<file path="src/rtl/adder_share_arbiter.sv">
// Round-robin front end that time-shares one registered 12-bit adder among up to four requesters.
// Optional feature macro: ADD_MOD_REDUCE_EN (single-step modular reduction of the sum by MODULUS).
module adder_share_arbiter #(
  parameter int REQ_N   = 4,
  parameter int WIDTH   = 12
`ifdef ADD_MOD_REDUCE_EN
  ,
  parameter int MODULUS = 4093
`endif
) (
  input  logic                     clk,
  input  logic                     rst,
  input  logic [REQ_N-1:0]         req,
  input  logic [REQ_N*WIDTH-1:0]   a_in,
  input  logic [REQ_N*WIDTH-1:0]   b_in,
  input  logic                     hold,
  output logic [REQ_N-1:0]         gnt,
  output logic                     res_valid,
  output logic [1:0]               res_id,
  output logic [WIDTH-1:0]         result,
  output logic                     carry_out,
  output logic                     busy
);

  localparam int NIBBLES = WIDTH / 4;

  // One 4-bit carry stage of the shared adder.
  function automatic logic [4:0] add_nibble(input logic [3:0] x, input logic [3:0] y, input logic ci);
    return {1'b0, x} + {1'b0, y} + {4'b0000, ci};
  endfunction

  logic [3:0]       elig_s;
  logic             grant_s;
  logic [1:0]       win_s;
  logic [1:0]       cand_s;
  logic [1:0]       ptr_r;
  logic [1:0]       ptr_next_s;
  logic             s1_vld_r;
  logic [1:0]       s1_id_r;
  logic [WIDTH-1:0] op_a_r;
  logic [WIDTH-1:0] op_b_r;
  logic [WIDTH:0]   sum_s;
  logic [4:0]       nib_s;
  logic             chain_c_s;
  logic [WIDTH-1:0] res_next_s;
  logic             carry_next_s;

  // Stage 0: search eligible requesters starting at ptr, wrapping modulo REQ_N.
  always_comb begin
    elig_s             = 4'b0000;
    elig_s[REQ_N-1:0]  = req & ~gnt;
    grant_s            = 1'b0;
    win_s              = 2'd0;
    cand_s             = ptr_r;
    for (int j = 0; j < REQ_N; j++) begin
      if (!grant_s && elig_s[cand_s]) begin
        grant_s = 1'b1;
        win_s   = cand_s;
      end else begin
        grant_s = grant_s;
      end
      if (cand_s == 2'(REQ_N - 1)) begin
        cand_s = 2'd0;
      end else begin
        cand_s = cand_s + 2'd1;
      end
    end
    if (hold) begin
      grant_s = 1'b0;
    end else begin
      grant_s = grant_s;
    end
    if (win_s == 2'(REQ_N - 1)) begin
      ptr_next_s = 2'd0;
    end else begin
      ptr_next_s = win_s + 2'd1;
    end
  end

  // Stage 1: issue the grant pulse, capture the winner's operands, advance the pointer.
  always_ff @(posedge clk or posedge rst) begin
    if (rst) begin
      gnt      <= {REQ_N{1'b0}};
      s1_vld_r <= 1'b0;
      s1_id_r  <= 2'd0;
      op_a_r   <= {WIDTH{1'b0}};
      op_b_r   <= {WIDTH{1'b0}};
      ptr_r    <= 2'd0;
    end else if (grant_s) begin
      gnt      <= {{(REQ_N-1){1'b0}}, 1'b1} << win_s;
      s1_vld_r <= 1'b1;
      s1_id_r  <= win_s;
      op_a_r   <= a_in[int'(win_s)*WIDTH +: WIDTH];
      op_b_r   <= b_in[int'(win_s)*WIDTH +: WIDTH];
      ptr_r    <= ptr_next_s;
    end else begin
      gnt      <= {REQ_N{1'b0}};
      s1_vld_r <= 1'b0;
    end
  end

  // Shared adder: nibble carry chain with carry-in tied low, plus optional reduction.
  always_comb begin
    sum_s     = {(WIDTH+1){1'b0}};
    nib_s     = 5'b00000;
    chain_c_s = 1'b0;
    for (int n = 0; n < NIBBLES; n++) begin
      nib_s            = add_nibble(op_a_r[n*4 +: 4], op_b_r[n*4 +: 4], chain_c_s);
      sum_s[n*4 +: 4]  = nib_s[3:0];
      chain_c_s        = nib_s[4];
    end
    sum_s[WIDTH] = chain_c_s;
`ifdef ADD_MOD_REDUCE_EN
    if (sum_s >= (WIDTH+1)'(MODULUS)) begin
      res_next_s   = WIDTH'(sum_s - (WIDTH+1)'(MODULUS));
      carry_next_s = 1'b1;
    end else begin
      res_next_s   = sum_s[WIDTH-1:0];
      carry_next_s = 1'b0;
    end
`else
    res_next_s   = sum_s[WIDTH-1:0];
    carry_next_s = sum_s[WIDTH];
`endif
  end

  // Stage 2: result registers load on a valid stage-1 entry and otherwise hold.
  always_ff @(posedge clk or posedge rst) begin
    if (rst) begin
      res_valid <= 1'b0;
      res_id    <= 2'd0;
      result    <= {WIDTH{1'b0}};
      carry_out <= 1'b0;
      busy      <= 1'b0;
    end else begin
      res_valid <= s1_vld_r;
      busy      <= grant_s | s1_vld_r;
      if (s1_vld_r) begin
        res_id    <= s1_id_r;
        result    <= res_next_s;
        carry_out <= carry_next_s;
      end else begin
        res_id    <= res_id;
      end
    end
  end

endmodule

</file>
<file path="config.mk">
export PLATFORM = sky130hd
export DESIGN_NAME = adder_share_arbiter
export DESIGN_NICKNAME = d
export VERILOG_FILES = /design/src/rtl/adder_share_arbiter.sv
export SDC_FILE = /design/constraint.sdc
export NUM_CORES = 1
export LEC_CHECK = 0
export ABC_AREA = 1
export CAP_MARGIN = 40
export CORE_ASPECT_RATIO = 1.4
export CORE_MARGIN = 4
export CORE_UTILIZATION = 45
export DETAILED_ROUTE_END_ITERATION = 12
export PLACE_DENSITY = 0.8
export RECOVER_POWER = 25
export SLEW_MARGIN = 20
export SYNTH_ARGS = -nofsm -noshare
export SYNTH_HDL_FRONTEND = slang
export SYNTH_SLANG_ARGS = --single-unit
</file>
<file path="constraint.sdc">
create_clock -name clk -period 3.9 [get_ports clk]
set_clock_uncertainty 0.15 [all_clocks]
set_input_delay 0.78 -clock clk [delete_from_list [all_inputs] [get_ports clk]]
set_output_delay 0.78 -clock clk [all_outputs]
set_load 0.05 [all_outputs]
</file>
---- Word-level counts from Yosys, hierarchy flattened ----
Cells that the tools add are included.
word-level totals
  flip-flop bits (word level) ............. 50
  input bits .............................. 103
  output and inout port bits .............. 21
  word-level logic and storage cells ...... 64
cells by class
  $add $sub $neg .......................... 9
  $mul .................................... 1
  order comparisons ....................... 4
  equality and inequality tests ........... 4
  shift operators ......................... 3
  mux-type cells .......................... 23
  bitwise operators ....................... 3
  reduce and logical (&&, ||, !) cells .... 6
operator list
  cell                   count
  $shiftx A48 B32 Y12    1
  $shiftx A48 B7 Y12     1
  $mux W2                8
  $add A4 B4 Y5          3
  $lt A2 B3 Y1 const B   4
  $add A5 B1 Y5          2
  $mux W1                10
  $add A2 B1 Y2 const B  4
  $bmux W1 S2            4
  $eq A2 B2 Y1 const B   4
  $and A4 B4 Y4          1
  $mul A2 B2 Y4 const B  1
  $mux W4                1
  $not A4 Y4             1
  $shl A1 B2 Y4 const A  1
  $logic_and A1 B1 Y1    3
  $logic_not A1 Y1       3
  $or A1 B1 Y1           1

---- Depth between registers and ports, before layout ----
Gate-level depths: netlist of the first run.
  word-level depth ........................ 16
  mapped depth ............................ 17
  depth with buffers taken out ............ 17

---- Worst setup path after synthesis of the first run ----
No wires, ideal clock.
  path kind ............................... reg-to-reg
  start point ............................. register op_a_r[0]
  end point ............................... register carry_out
  library setup time ...................... 126 ps
  arrival ................................. 3,128 ps
  data required time ...................... 3,624 ps
  path slack .............................. 496 ps
  cell stages (with the launch flop) ...... 18
  buffers on the path ..................... 0
  period minus slack after synthesis ...... 3,404 ps
  path through ............................ dfrtp_1 ha_1 fa_1 nand2_1 nand2_1 a21o_1 fa_1 inv_1 fa_1 inv_1 a21oi_1 o21bai_1 fa_1 fa_1 nand2_1 inv_1 o21ai_0 a21oi_1
between the ends
  longest elaborated chain between the ends .. 3
RTL lines
  what                        line  source
  start: declaration          40    logic [WIDTH-1:0] op_a_r;
  start signal: assignment    86    op_a_r <= {WIDTH{1'b0}};
  start signal: assignment    93    op_a_r <= a_in[int'(win_s)*WIDTH +: WIDTH];
  $add A4 B4 Y5               29    return {1'b0, x} + {1'b0, y} + {4'b0000, ci};
  $add A5 B1 Y5 (2 in a row)  29
  end signal: assignment      141   carry_out <= carry_next_s;
  end: declaration            21    output logic carry_out,
Every way passes these cells.
A chain may end at the register's enable or synchronous reset.

---- Final worst setup path of the first run ----
Ends and elaborated chain as after synthesis.

==> flow_summary.yaml, run 1 <==
run_status:
  status: "finished with violations"
  violations: "capacitance limit, slew limit"
worst_setup_path:
  path_delay_family: "adder cells"
  crit_type: "register to register"
  crit_arrival_ps: 3670
  cp-start-kind: "register"
  cp.required_ps: 3940
  critPathSlowestCell: "fa_1"
  endpoint_kind: "register"
  cpMostUsedCell: "fa_1"
  path_cells: "ha_1 > fa_1 > nand2_1 > nand2_1 > a21o_1 > fa_1 > inv_1 > fa_1 > inv_1 > a21oi_1 > o21bai_1 > fa_1 > fa_1 > nand2_1 > inv_1 > o21ai_0 > a21oi_1"
  path_max_fanout: 3
  path_buf_inv: 3
  slowest_delay_ps: 410
power_and_ir_drop:
  vdd_ir_drop_max_mv: 0.639
  powerDensity_nw_per_um2: 983
  power.internal_w: 0.00217
  pwr-share-seq_pct: 20.7
  combinationalPowerShare_pct: 72.7
  p_leak_nw: 2.41
  p_sw_w: 0.00258
  clock_power_share_pct: 6.6
  power.switching_fraction_pct: 54.4
yosys:
  async_flop_share_pct: 100
  avgSynthCellArea_um2: 7.49
  ys.flop_type: "dfrtp_1"
  synthMuxAreaShare_pct: 0
  ys_types: 34
  yosys.area_share.simple_pct: 29.8
  synth_fa_ha_area_share_pct: 8.32
  synth_top_family_by_area: "simple AND/OR/NAND/NOR gates"
  synth_edf_count: 0
  synth.net_count: 585
  synth_area_um2: 3460
  yosys_warnings: 0
  ys_ff_latch: 50
  synth_compound_area_share_pct: 12.9
  synth_xor_area_share_pct: 0.759
  seq_area_frac_synth_pct: 36.2
  syn_inst: 462
clock_tree:
  cts_tree: "done"
  cts-root-buf: "clkbuf_8"
  cts.sinks: 50
  htreeDepth: 2
  cts_setup_buffers: 0
  numCtsBuffers: 5
  cts_hold_buf: 0
  clk-insertion-delay-late_ps: 310
  cts.repair.resized: 0
  clockBufferDepth: 2
  clk_pin_slew_ps: 90
routing:
  drt_wl_total_mm: 8.63
  vias: 3283
  wl_per_cell_um: 12.8
  ant_nets: 0
  drcViolationCount: 0
  first_pass_iters: 6
  viasPerCell: 4.87
  drt-initial-drc-count: 132
grt:
  antenna_found_initial: 0
  use_met1_pct: 22.1
  grt_pass1_vias: 3195
  grt_max_degree: 65
  grt_pass1_wl_mm: 14.2
  top_usage_layer: "met2"
  met2_usage_pct: 36.1
  grt_overflow: 0
  grtUsageTotal_pct: 19.4
  gr-usage-met3_pct: 2.99
layout:
  drive_gt1_share_pct: 5.89
  areaGrowthSynthToFinish_pct: 39.7
  most-common-layout-cells: "nand2_1 (151), clkdlybuf4s50_1 (122), inv_1 (76)"
  n_antenna_cell: 0
  design_area_um2: 4830
  fin_nets: 699
  mostFrequentLayoutCell: "nand2_1"
sta:
  setup_violations: 0
  rsz0062_at_grt: "false"
  finalHoldViolCount: 0
  worst_pin_slew_ps: 1800
  hold_ws_ps: 326
  min_period_ps: 3630
  maxSlewViolCount: 36
  timing.fmax_mhz: 276
  post-route-period-util_pct: 93.0
  setup_tns_ps: 0
  slew_headroom_pct: -20.0
min_path:
  hp-class: "register to register"
floorplanning:
  die_w_um: 82.1
  start_util_pct: 46.7
  rows: 37
  dieArea_um2: 9170
  io_pins: 124
  core_um2: 7410
  die_h_um: 112
placement:
  dp_hpwl_mm: 7.04
  gp_congestion: 0.783
  io_buffers: 123
  place_area_um2: 4760
flow_run:
  maxCapViolations: 1
synthesized netlist by cell type (all sizes together), types with 5 or more instances:
master	instances	share of area, %
a21oi	5	0.72
nand2	158	18
nor2	11	2.0
fa	5	2.9
nand4	9	2.1
inv	82	8.9
o21ai	11	1.7
nand3	45	7.7
buf	16	2.7
o211ai	40	8.7
ha	15	5.4
dfrtp	50	36
worst min-delay path, cell delays in order, from the launching register on:
cell,delay [ps]
dfrtp_1,350
nand2_1,50
nand2_1,40
registers in the layout (all words and copies together) (netlist names):
signal	count
busy	1
carry_out	1
gnt	4
op_a_r	12
op_b_r	12
ptr_r	2
res_id	2
res_valid	1
result	12
s1_id_r	2
s1_vld_r	1
stage by stage:
| step | std cells | power [W] | worst slack (ps) | utilization, % |
|---|---|---|---|---|
| 6_report | 674 | 0.00475 | 274 | 65.2 |
| 5_1_grt | 674 | 0.00525 | 27.9 | 65.2 |
| 4_1_cts | 674 | 0.00478 | 265 | 65.5 |
| 3_5_place_dp | 666 | 0.00446 | 315 | 64.2 |
| 3_3_place_gp | 665 | 0.00437 | 401 | 64.0 |
| 2_1_floorplan | 462 | 0.00368 | 496 | - |
per-layer routing:
metal | share of wire, % | up-vias
li1 | - | 1705
met1 | 38 | 1491
met2 | 56 | 77
met3 | 4.3 | 10
met4 | 1.4 | 0
met5 | 0 | -
power by group through the flow:
stage | Sequential [W] | Combinational [W] | Clock (W)
after floorplan | 0.00127 | 0.00241 | 0
after global placement | 0.000990 | 0.00338 | 0
after detailed placement | 0.000997 | 0.00346 | 0
after CTS | 0.000987 | 0.00348 | 0.000316
after global routing | 0.00101 | 0.00390 | 0.000338
final | 0.000984 | 0.00345 | 0.000313
worst paths after layout:
check,start,to,slack [ps],cells past startpoint
hold / removal,res_id[0]$_DFFE_PP0P_,res_id[0]$_DFFE_PP0P_,330,2
hold reg to reg,res_id[0]$_DFFE_PP0P_,res_id[0]$_DFFE_PP0P_,330,2
max in group asynchronous,rst,op_b_r[3]$_DFFE_PP0P_,700,3
setup / recovery,op_a_r[0]$_DFFE_PP0P_,carry_out$_DFFE_PP0P_,270,17
min in group asynchronous,rst,result[8]$_DFFE_PP0P_,820,2
setup reg to reg,op_a_r[0]$_DFFE_PP0P_,carry_out$_DFFE_PP0P_,270,17
logic make-up (layout without fill, tap and decap cells):
kind of cell / count (synthesis) / in the layout
flip-flops: 50 / 50
AND/OR/NAND/NOR: 224 / 224
XOR/XNOR: 3 / 3
AO/OA/AOI/OAI: 63 / 63
adder cells (fa/ha/maj): 20 / 20
buffers and inverters: 102 / 217
final cells by class:
cell class	count	area, um^2
multi-input cells	310	1790
clock buffers	7	86.3
inverters	82	308
flip-flops and latches	50	1250
repair buffers	127	1270
clock inverters	1	5.00
fillers	635	2570
well taps	97	121
(Power assumes the default switching activity.)
==> run 2: changes to the inputs <==
ABC_AREA = not set   (was 1)
PLACE_DENSITY = 0.82   (was 0.8)
SLEW_MARGIN = not set   (was 20)
==> flow_summary.yaml, run 2 <==
yosys:
  ys_types: 50
  yosys_warnings: 0
  synth_fa_ha_area_share_pct: 8.83
  synth_top_area_cell: "dfrtp_1"
  netlist_top_cells_area: "dfrtp_1 (38%), a22oi_1 (9.4%), ha_1 (5.8%)"
  syn_inst: 295
  async_flop_share_pct: 100
  synth_area_um2: 3260
  ys_ff_latch: 50
  seq_area_frac_synth_pct: 38.4
  synth_xor_area_share_pct: 1.61
  synth_common_cells: "dfrtp_1 (50), a22oi_1 (41), nor2_1 (27)"
  ys.flop_type: "dfrtp_1"
  synth_edf_count: 0
  synth_compound_area_share_pct: 26.5
  avgSynthCellArea_um2: 11.0
  synth.net_count: 418
  synthMuxAreaShare_pct: 8.75
  synth.most_common_cell: "dfrtp_1"
  yosys.area_share.simple_pct: 10.6
  synth_top_area_share_pct: 38.4
  synth_top_family_by_area: "compound AO/OA/AOI/OAI gates"
grt:
  grt_pass1_wl_mm: 13.6
  grtUsageTotal_pct: 20.4
  antenna_found_initial: 0
  grt_pass1_vias: 2837
  grt_max_degree: 36
  grt_overflow: 0
clock_tree:
  cts.sinks: 50
  cts_setup_buffers: 0
  clockBufferDepth: 2
  htreeDepth: 2
  cts_tree: "done"
  clk_pin_slew_ps: 110
  clk-insertion-delay-late_ps: 320
  numCtsBuffers: 5
  cts-root-buf: "clkbuf_8"
worst_setup_path:
  critPathSlowestCell: "dfrtp_1"
  crit_arrival_ps: 3730
  rrSetupSlack_ps: 200
  path_max_fanout: 2
  crit_type: "register to register"
  cp.required_ps: 3930
  cp-start-kind: "register"
  path_cells: "ha_2 > fa_2 > a21o_1 > a21o_1 > fa_2 > inv_1 > fa_2 > nor2b_1 > o21ai_0 > nand2b_1 > fa_2 > fa_2 > a21o_1 > a21oi_2 > a21oi_1"
  cpMostUsedCell: "fa_2"
  endpoint_kind: "register"
  slowest_delay_ps: 400
routing:
  drt_wl_total_mm: 8.68
  drt-initial-drc-count: 95
  wl_per_cell_um: 17.0
  vias: 2801
  drcViolationCount: 0
  viasPerCell: 5.49
  ant_nets: 0
  first_pass_iters: 4
sta:
  slew_headroom_pct: -19.9
  post-route-period-util_pct: 94.9
  maxSlewViolCount: 36
  setup_violations: 0
  worst_pin_slew_ps: 1800
  finalHoldViolCount: 0
  min_period_ps: 3700
  timing.fmax_mhz: 270
  setup_tns_ps: 0
  hold_ws_ps: 366
layout:
  drive_gt1_share_pct: 16.1
  n_antenna_cell: 0
  mostFrequentLayoutCell: "clkdlybuf4s50_1"
  most-common-layout-cells: "clkdlybuf4s50_1 (122), dfrtp_1 (50), a22oi_1 (41)"
  postLayoutCoreUtil_pct: 66.3
  areaGrowthSynthToFinish_pct: 42.9
  fill_cells: 586
  reg.largest.list: "op_a_r (12), op_b_r (12), result (12)"
  fin_nets: 537
power_and_ir_drop:
  vdd_ir_drop_max_mv: 0.447
  p_leak_nw: 1.86
  powerDensity_nw_per_um2: 1050
floorplanning:
  dieArea_um2: 8690
  core_um2: 7030
  die_h_um: 109
  die_w_um: 79.9
  start_util_pct: 46.4
  io_pins: 124
  rows: 36
placement:
  io_buffers: 123
  gp_congestion: 0.808
  dp_hpwl_mm: 6.99
min_path:
  hp-class: "register to register"
run_status:
  violations: "capacitance limit, slew limit"
  status: "finished with violations"
flow_run:
  maxCapViolations: 1
run 2: cell types whose count changed in the layout (fill, tap and decap cells not counted), moves of 17 or more:
| cell | change |
|---|---|
| a22oi_1 | +41 |
| a31oi_1 | +17 |
| inv_1 | -66 |
| nand2_1 | -144 |
| nand3_1 | -39 |
| nor2_1 | +19 |
| o211ai_1 | -40 |
run 2: logic make-up after synthesis:
family / Yosys count
AND/OR/NAND/NOR: 60
XOR/XNOR: 6
flip-flops: 50
buffers and inverters: 29
multiplexers: 24
adder cells (fa/ha/maj): 20
AO/OA/AOI/OAI: 106
run 2: what timing repair did:
item / 4_1_cts / 5_1_grt
hold buffers: 0 / 0
setup endpoints to repair: 0 / 4
gates resized for setup: 0 / 7
run 2: worst max-delay path, delay by kind of cell, from the launching register on:
family,cells,cell delay (ps)
simple gates,2,140
buf+inv,1,90
fa+ha+maj,6,1850
compound gates,6,910
flops,1,400
run 2: layout make-up:
type / instances / area [um^2] / share of cell area [%]
Multi-Input combinational cell: 216 / 1850 / 39.8
Timing Repair Buffer: 131 / 1300 / 27.9
Sequential cell: 50 / 1250 / 26.9
Tap cell: 95 / 119 / 2.55
Clock buffer: 5 / 68.8 / 1.48
Inverter: 10 / 37.5 / 0.806
Clock inverter: 3 / 28.8 / 0.618
run 2: power breakdown:
group          internal, W  switching (W)  total, W
clock             0.000133       0.000192  0.000325
combinational      0.00156        0.00197   0.00352
sequential        0.000793       0.000248   0.00104
total              0.00248        0.00241   0.00489
run 2: final timing paths:
| check | start | to | cells past startpoint |
|---|---|---|---|
| max | op_a_r[0]$_DFFE_PP0P_ | carry_out$_DFFE_PP0P_ | 15 |
| min | s1_id_r[0]$_DFFE_PP0P_ | res_id[0]$_DFFE_PP0P_ | 1 |
| max reg2reg | op_a_r[0]$_DFFE_PP0P_ | carry_out$_DFFE_PP0P_ | 15 |
| min reg2reg | s1_id_r[0]$_DFFE_PP0P_ | res_id[0]$_DFFE_PP0P_ | 1 |
| max in group asynchronous | rst | op_b_r[0]$_DFFE_PP0P_ | 3 |
| min in group asynchronous | rst | s1_vld_r$_DFF_PP0_ | 2 |
run 2: metrics by stage:
| stage | total power (W) | cell area (um^2) | std cells | worst slack, ps |
|---|---|---|---|---|
| 6_report | 0.00489 | 4660 | 510 | 198 |
| 3_5_place_dp | 0.00455 | 4560 | 502 | 14.7 |
| 3_3_place_gp | 0.00444 | 4540 | 501 | 135 |
| 5_1_grt | 0.00530 | 4660 | 510 | -28.9 |
| 4_1_cts | 0.00490 | 4650 | 510 | 0.0799 |
| 2_1_floorplan | 0.00375 | 3260 | 295 | 266 |
run 2: per-layer routing:
layer | vias up | global-route usage, % | share of wire [%]
li1 | 1344 | - | -
met1 | 1323 | 22.8 | 36
met2 | 113 | 37.0 | 54
met3 | 21 | 4.63 | 6.8
met4 | 0 | 8.33 | 3.7
met5 | - | 0 | 0
==> run 3: changes to the inputs <==
PLACE_DENSITY = 0.88   (was 0.82)
==> flow_summary.yaml, run 3 (synthesis results as in run 2) <==
clock_tree:
  clk-insertion-delay-late_ps: 310
  cts-root-buf: "clkbuf_8"
  numCtsBuffers: 5
  clockBufferDepth: 2
  clk_pin_slew_ps: 100
  cts_tree: "done"
  cts.sinks: 50
  htreeDepth: 2
worst_setup_path:
  path_cells: "ha_2 > fa_2 > a21o_1 > a21o_1 > fa_2 > inv_2 > fa_2 > nor2b_1 > o21ai_1 > nand2b_1 > fa_2 > fa_2 > a21o_1 > a21oi_1 > a21oi_1"
  rrSetupSlack_ps: 190
  slowest_delay_ps: 410
  cp-startpoint: "op_a_r[0]$_DFFE_PP0P_"
  crit_type: "register to register"
  r2r_cells: 15
  path_max_fanout: 2
  crit_arrival_ps: 3710
  cp.required_ps: 3900
  critPathSlowestCell: "dfrtp_1"
  cp-endpoint: "carry_out$_DFFE_PP0P_"
  endpoint_kind: "register"
  worst_r2r_endpoint: "carry_out$_DFFE_PP0P_"
  cp-start-kind: "register"
  cpMostUsedCell: "fa_2"
  reg2reg_from: "op_a_r[0]$_DFFE_PP0P_"
grt:
  grt_pass1_vias: 3179
  grt_max_degree: 40
  antenna_found_initial: 0
  grt_pass1_wl_mm: 14.8
  grtUsageTotal_pct: 22.0
  grt_overflow: 0
run_status:
  violations: "capacitance limit, slew limit"
  status: "finished with violations"
routing:
  first_pass_iters: 4
  drcViolationCount: 0
  routed.top_layer: "met4"
  viasPerCell: 5.62
  ant_nets: 0
  dr_wl_met3_um: 592
  vias: 2870
  drt-met1-wl_mm: 3.22
  wl_met2_mm: 5.11
  drt_wl_total_mm: 9.28
  drt-initial-drc-count: 123
  wl_per_cell_um: 18.2
floorplanning:
  die_h_um: 109
  start_util_pct: 46.4
  dieArea_um2: 8690
  die_w_um: 79.9
  core_um2: 7030
  rows: 36
  io_pins: 124
layout:
  mostFrequentLayoutCell: "clkdlybuf4s50_1"
  multiInputGateArea_um2: 1850
  fill_cells: 563
  seqCellArea_um2: 1250
  fin_nets: 538
  reg.largest.list: "op_a_r (12), op_b_r (12), result (12)"
  n_antenna_cell: 0
  design_area_um2: 4680
  drive_gt1_share_pct: 16.3
  final_cells: 511
  postLayoutCoreUtil_pct: 66.6
  most-common-layout-cells: "clkdlybuf4s50_1 (122), dfrtp_1 (50), a22oi_1 (41)"
  areaGrowthSynthToFinish_pct: 43.6
power_and_ir_drop:
  p_leak_nw: 1.87
  powerDensity_nw_per_um2: 1080
  vdd_ir_drop_max_mv: 0.516
sta:
  min_period_ps: 3710
  setup_violations: 0
  setup_tns_ps: 0
  timing.fmax_mhz: 270
  post-route-period-util_pct: 95.0
  maxSlewViolCount: 40
  slew_headroom_pct: -38.1
  worst_pin_slew_ps: 2070
  hold_ws_ps: 366
  finalHoldViolCount: 0
flow_run:
  maxCapViolations: 1
placement:
  io_buffers: 123
  place_area_um2: 4560
  gp_congestion: 0.805
  dp_cells: 502
  dp_hpwl_mm: 7.30
min_path:
  hp-class: "register to register"
-- run 3: through the flow --
stage	total power, W	setup slack [ps]
5_1_grt	0.00545	-13.7
2_1_floorplan	0.00375	266
3_5_place_dp	0.00462	-33.4
6_report	0.00506	195
4_1_cts	0.00506	35.7
3_3_place_gp	0.00444	147
-- run 3: worst min path at each step --
stage,startpoint,endpoint,slack (ps),cells past startpoint
2_1_floorplan,s1_vld_r$_DFF_PP0_,res_valid$_DFF_PP0_,200,0
3_3_place_gp,s1_id_r[1]$_DFFE_PP0P_,res_id[1]$_DFFE_PP0P_,340,1
3_5_place_dp,result[6]$_DFFE_PP0P_,result[6]$_DFFE_PP0P_,350,1
4_1_cts,result[6]$_DFFE_PP0P_,result[6]$_DFFE_PP0P_,370,1
5_1_grt,result[1]$_DFFE_PP0P_,result[1]$_DFFE_PP0P_,390,1
6_report,s1_id_r[0]$_DFFE_PP0P_,res_id[0]$_DFFE_PP0P_,370,1
-- run 3: final cells by class --
type                            instances  share of cell area, %
Multi-Input combinational cell        216                   39.5
Clock buffer                            5                   1.47
Inverter                               10                  0.802
Sequential cell                        50                   26.7
Clock inverter                          3                   1.04
Tap cell                               95                   2.54
Timing Repair Buffer                  132                   27.9
-- run 3: where the power goes --
part | internal, W | switching [W] | total, W
combinational | 0.00160 | 0.00203 | 0.00363
clock | 0.000196 | 0.000185 | 0.000380
sequential | 0.000793 | 0.000255 | 0.00105
-- run 3: critical path, delay by kind of cell (launching register included) --
family / cells / cell delay, ps
simple gates: 2 / 150
compound gates: 6 / 880
flops: 1 / 410
fa+ha+maj: 6 / 1880
buf+inv: 1 / 80
-- run 3: per-layer routing --
metal / GRT usage, % / vias to the layer above
met3: 4.05 / 29
met5: 0 / -
met2: 43.1 / 133
li1: - / 1350
met1: 22.2 / 1358
met4: 9.30 / 0
-- run 3: repair_timing --
action	in CTS	in global routing
pin swaps	0	2
endpoints found under the setup margin	2	4
gates resized for setup	3	5
buffers inserted	0	1
hold buffers	0	0
